`config.mk`:
```
export PLATFORM = sky130hd
export DESIGN_NAME = input_skew_buffer
export DESIGN_NICKNAME = d
export VERILOG_FILES = /design/src/rtl/input_skew_buffer.sv
export SDC_FILE = /design/constraint.sdc
export NUM_CORES = 1
export LEC_CHECK = 0
export ABC_AREA = 1
export BUFFER_PORTS_ARGS = -buffer_cell sky130_fd_sc_hd__buf_2
export CAP_MARGIN = 20
export CORE_MARGIN = 4
export CORE_UTILIZATION = 60
export DETAILED_ROUTE_END_ITERATION = 10
export HOLD_SLACK_MARGIN = 0.15
export PLACE_DENSITY = 0.91
export SYNTH_ARGS = -nofsm -noshare
export SYNTH_HDL_FRONTEND = slang
export SYNTH_SLANG_ARGS = --single-unit
```
`constraint.sdc`:
```
create_clock -name clk -period 3.95 [get_ports clk]
set_input_delay 0.79 -clock clk [delete_from_list [all_inputs] [get_ports clk]]
set_output_delay 0.79 -clock clk [all_outputs]
set_load 0.05 [all_outputs]
```
`src/rtl/input_skew_buffer.sv`:
```
// input_skew_buffer: captures a tile of DEPTH operand vectors, then streams
// them into the systolic array edge with lane i delayed i cycles relative to
// lane 0. The tile is retained after streaming so it can be replayed.
module input_skew_buffer #(
    parameter int ARRAYWIDTH = 4,
    parameter int DATASIZE   = 8,
    parameter int DEPTH      = 8
) (
    input  logic                           clk,
    input  logic                           rst,
    input  logic                           load_clear,
    input  logic                           in_valid,
    output logic                           in_ready,
    input  logic [ARRAYWIDTH*DATASIZE-1:0] in_vec,
    input  logic                           start,
    output logic                           busy,
    output logic [ARRAYWIDTH*DATASIZE-1:0] out_vec,
    output logic [ARRAYWIDTH-1:0]          out_lane_valid,
    output logic                           done
);

    localparam int VW  = ARRAYWIDTH * DATASIZE;
    localparam int WCW = $clog2(DEPTH);
    localparam int SCW = $clog2(DEPTH + ARRAYWIDTH);
    localparam logic [WCW-1:0] WR_LAST = WCW'(DEPTH - 1);
    localparam logic [SCW-1:0] SC_LAST = SCW'(DEPTH + ARRAYWIDTH - 2);

    typedef enum logic [1:0] {
        S_IDLE   = 2'd0,
        S_LOAD   = 2'd1,
        S_FULL   = 2'd2,
        S_STREAM = 2'd3
    } state_t;

    state_t               state_q;
    logic [WCW-1:0]       wr_cnt_q;
    logic [SCW-1:0]       sc_q;
    logic [VW-1:0]        mem_q [DEPTH];
    logic                 in_ready_q;
    logic                 busy_q;
    logic                 done_q;
    logic [VW-1:0]        out_vec_q;
    logic [ARRAYWIDTH-1:0] out_lane_valid_q;

    logic                 wr_en_d;
    logic [SCW-1:0]       sc_d;
    logic [WCW-1:0]       k_idx_d;
    logic [VW-1:0]        lane_vec_d;
    logic [ARRAYWIDTH-1:0] lane_valid_d;
    logic                 done_d;

    // A write is accepted only while ready and not being flushed.
    assign wr_en_d = in_valid & in_ready_q & ~load_clear;

    // Skewed view of the tile for the stream index that the next cycle shows:
    // index 0 when launching from FULL, otherwise the current index plus one.
    always_comb begin
        sc_d         = (state_q == S_STREAM) ? (sc_q + SCW'(1)) : '0;
        k_idx_d      = '0;
        lane_vec_d   = '0;
        lane_valid_d = '0;
        for (int i = 0; i < ARRAYWIDTH; i++) begin
            if ((sc_d >= SCW'(i)) && ((sc_d - SCW'(i)) < SCW'(DEPTH))) begin
                k_idx_d         = WCW'(sc_d - SCW'(i));
                lane_valid_d[i] = 1'b1;
                lane_vec_d[i*DATASIZE +: DATASIZE] = mem_q[k_idx_d][i*DATASIZE +: DATASIZE];
            end else begin
                lane_valid_d[i] = 1'b0;
                lane_vec_d[i*DATASIZE +: DATASIZE] = '0;
            end
        end
        done_d = (sc_d == SC_LAST);
    end

    // Tile storage; intentionally not reset, contents are rewritten on every load.
    always_ff @(posedge clk) begin
        if (wr_en_d) begin
            mem_q[wr_cnt_q] <= in_vec;
        end
    end

    // Control FSM with registered handshake and stream outputs.
    always_ff @(posedge clk or posedge rst) begin
        if (rst) begin
            state_q          <= S_IDLE;
            wr_cnt_q         <= '0;
            sc_q             <= '0;
            in_ready_q       <= 1'b1;
            busy_q           <= 1'b0;
            done_q           <= 1'b0;
            out_vec_q        <= '0;
            out_lane_valid_q <= '0;
        end else if (load_clear) begin
            state_q          <= S_IDLE;
            wr_cnt_q         <= '0;
            sc_q             <= '0;
            in_ready_q       <= 1'b1;
            busy_q           <= 1'b0;
            done_q           <= 1'b0;
            out_vec_q        <= '0;
            out_lane_valid_q <= '0;
        end else begin
            case (state_q)
                S_IDLE: begin
                    if (wr_en_d) begin
                        wr_cnt_q <= wr_cnt_q + WCW'(1);
                        state_q  <= S_LOAD;
                    end
                end
                S_LOAD: begin
                    if (wr_en_d) begin
                        if (wr_cnt_q == WR_LAST) begin
                            wr_cnt_q   <= '0;
                            state_q    <= S_FULL;
                            in_ready_q <= 1'b0;
                        end else begin
                            wr_cnt_q <= wr_cnt_q + WCW'(1);
                        end
                    end
                end
                S_FULL: begin
                    if (start) begin
                        state_q          <= S_STREAM;
                        sc_q             <= '0;
                        busy_q           <= 1'b1;
                        out_vec_q        <= lane_vec_d;
                        out_lane_valid_q <= lane_valid_d;
                        done_q           <= done_d;
                    end
                end
                S_STREAM: begin
                    if (sc_q == SC_LAST) begin
                        state_q          <= S_FULL;
                        sc_q             <= '0;
                        busy_q           <= 1'b0;
                        done_q           <= 1'b0;
                        out_vec_q        <= '0;
                        out_lane_valid_q <= '0;
                    end else begin
                        sc_q             <= sc_d;
                        out_vec_q        <= lane_vec_d;
                        out_lane_valid_q <= lane_valid_d;
                        done_q           <= done_d;
                    end
                end
                default: begin
                    state_q <= S_IDLE;
                end
            endcase
        end
    end

    assign in_ready       = in_ready_q;
    assign busy           = busy_q;
    assign done           = done_q;
    assign out_vec        = out_vec_q;
    assign out_lane_valid = out_lane_valid_q;

endmodule

```
==> flow_summary.ini <==
[final_layout]
finalNetCount = 1253
post_synthesis_to_final_layout_area_growth_pct = 12.9
layout_commonest_cell = nand2_1
fraction_of_final_layout_cells_with_drive_strength_greater_than_1_pct = 14.1
instances_no_fill = 1498
final_cell_area_um2 = 14200
antenna_cells = 0
layout_common_cells = nand2_1 (439), edfxtp_1 (256), nand3_1 (144)

[die]
die_h_um = 153
rows = 52
io-pin-count = 76
dieArea_um2 = 23400
floorplan.initialDensity_pct = 61.7
die_width_um = 153
core_um2 = 20400

[setup_path]
critPathMaxFanout = 28
worst_r2r_path_depth = 14
cp.required_ns = 4.44
cp_data_arrival_time_ns = 3.67
critical_path.reg2reg.endpoint = out_vec[22]
critPathLaunchType = flip-flop
crit-reg2reg-launch = sc_q[0]
setup_slack_of_the_worst_register_to_register_path_ns = 0.77
worst_setup_path_end_kind = flip-flop
worstSetupPathType = reg -> reg

[synth]
yosysTopAreaCell = edfxtp_1
synth.distinct_cells = 26
synth-seq-cells = 304
portion_of_synthesized_cell_area_occupied_by_the_leading_cell_type_pct = 61.0
synth_area_per_cell_um2 = 11.2
syn-cell-area_um2 = 12600
syn-num-nets = 1178
synth_top_area_cells = edfxtp_1 (61%), nand2_1 (13%), dfrtp_1 (9.3%), nand3_1 (5.7%), inv_1 (1.5%)
synth_cells = 1131
synth_sequential_area_ratio_pct = 70.5
yosysWarnings = 0

[clock_network]
cts.clk_slew.worst_paths_ns = 0.06
cts-buffers-inserted = 29
clock_tree_buf_depth = 3
cts_tree = done
cts_setup_buffers = 0
h-tree-depth = 1
clock_insertion_delay_worst_skew_ns = 0.55
hold_buffers = 0
numClockSinks = 304
ctsRootBufferMaster = clkbuf_16
cts-resized-gates = 0

[route]
route.vias.total = 8925
drt_pass1_iterations = 7
via_per_inst = 5.96
post-route-drc-count = 0
post_drt_wl_per_cell_um = 19.7
remaining_antenna_violation_count = 0
drt_iter0_drc = 974
drt-total-wl_um = 29500

[placement]
post_dp_cell_area_um2 = 13300
numPortBuffers = 75
globalplace.congestion = 0.841
dpl.cell_count = 1444
detailed_place_hpwl_um = 17000

[timing]
worst_clk_skew_ns = 0.0149
timing.final.max_slew_violations = 0
slew-limit-headroom_pct = 45.8
timing.setup.tns_ns = 0
fin_worst_hold_slack_ns = 0.358
final_hold_viol_count = 0
fmax_mhz = 315
final-setup-viol-count = 0
tightest_slew_ns = 0.811
setup_repair_after_global_routing_missed_its_margin = no
finalWorstPathRequiredPeriod_ns = 3.18
post-route-period-util_pct = 80.5

[global_route]
largest_net_degree_at_the_start_of_global_routing = 119
globalRouteOverflowTotal = 0
number_of_antenna_violations_at_the_first_check_in_global_routing = 0
via_count_of_the_first_global_routing_pass = 9011
grt_pass1_wl_um = 46700
grt_usage_pct = 24.8

[power_and_ir_drop]
power.static_leakage_nw = 5.85
ir_drop_mv = 0.397
p_per_area_nw_per_um2 = 527

[status]
status = finished, final reports clean

[worst_hold_path]
hold_path.class = in -> async

[flow_run]
maxCapViolCount = 0
## how the worst max path moves through the flow
| stage | startpoint | slack (ns) | depth (start not counted) | end |
|---|---|---|---|---|
| finish | sc_q[0] | 0.77 | 14 | out_vec[22] |
| global route | sc_q[0] | 0.63 | 14 | out_vec[9] |
| CTS | sc_q[0] | 0.83 | 14 | out_vec[10] |
| detailed placement | sc_q[0] | 0.86 | 14 | out_vec[9] |
| global placement | sc_q[0] | 0.96 | 14 | out_vec[10] |
| floorplan | sc_q[0] | 0.97 | 17 | out_vec[16] |
## cell usage after synthesis
| library cell | number |
|---|---|
| nand2_1 | 439 |
| edfxtp_1 | 256 |
| nand3_1 | 144 |
| inv_1 | 49 |
| dfrtp_1 | 47 |
| o21ai_0 | 28 |
| nand4_1 | 27 |
| clkbuf_1 | 22 |
| nor2_1 | 22 |
| a21oi_1 | 20 |
| buf_2 | 13 |
| buf_4 | 12 |
| ha_1 | 10 |
| o21ai_1 | 8 |
| nor2_4 | 6 |
| buf_1 | 4 |
| nand2_2 | 4 |
| buf_6 | 3 |
| inv_2 | 3 |
| inv_4 | 3 |
| nand3_2 | 3 |
| o22ai_1 | 3 |
| nand3_4 | 2 |
| dfstp_2 | 1 |
| nand2_4 | 1 |
| o21ai_2 | 1 |
## critical path: stages (launching register included)
cell	delay (ns)
dfrtp_1	0.41
inv_4	0.26
ha_1	0.33
nor2_4	0.11
buf_4	0.32
inv_2	0.09
ha_1	0.30
buf_4	0.21
inv_1	0.45
nand2_1	0.11
o21ai_0	0.18
nand2_1	0.08
nand2_1	0.08
nand2_1	0.06
nand2_1	0.08
## cells by family (layout without fill, tap and decap cells)
kind of cell | count (synthesis) | count (layout) | share of synthesized area [%]
compound gates | 60 | 60 | 2.44
fa+ha+maj | 10 | 10 | 0.992
buf+inv | 109 | 206 | 3.97
flops | 304 | 304 | 70.5
simple gates | 648 | 648 | 22.1
## power by group
part	switching (W)	internal (W)	total (W)
Clock	0.00116	0.00160	0.00276
Combinational	0.000832	0.000271	0.00110
Sequential	0.0000471	0.00359	0.00364
Total	0.00204	0.00546	0.00750
## state kept, by name, summed over array words and instances, names as in the netlist
| register | flops |
|---|---|
| done | 1 |
| out_vec | 32 |
| in_ready | 1 |
| out_lane_valid | 4 |
| busy | 1 |
| mem_q | 256 |
| sc_q | 4 |
| wr_cnt_q | 3 |
| state_q | 2 |
## routing by layer
metal / wire length [um] / global-route usage [%] / up-vias
met2: 14700 / 41.7 / 579
met1: 11000 / 33.1 / 4266
li1: - / - / 4008
met4: 894 / 9.38 / 0
met5: 0 / 0 / -
met3: 2870 / 3.93 / 72
## final cells by class
| type | instances | area, um2 |
|---|---|---|
| fillers | 1356 | 6180 |
| clock buffers | 38 | 790 |
| flip-flops and latches | 304 | 8890 |
| multi-input cells | 718 | 3290 |
| inverters | 55 | 214 |
| clock inverters | 15 | 156 |
| repair buffers | 98 | 568 |
| well taps | 270 | 338 |
## stage by stage
step	total power [W]	util, %	setup slack [ns]
floorplan	0.00447	-	0.970
global placement	0.00472	65.0	0.959
detailed placement	0.00477	65.0	0.857
CTS	0.00749	69.6	0.831
global route	0.00775	69.7	0.625
finish	0.00750	69.7	0.771
Power figures use the tool's default switching activity.
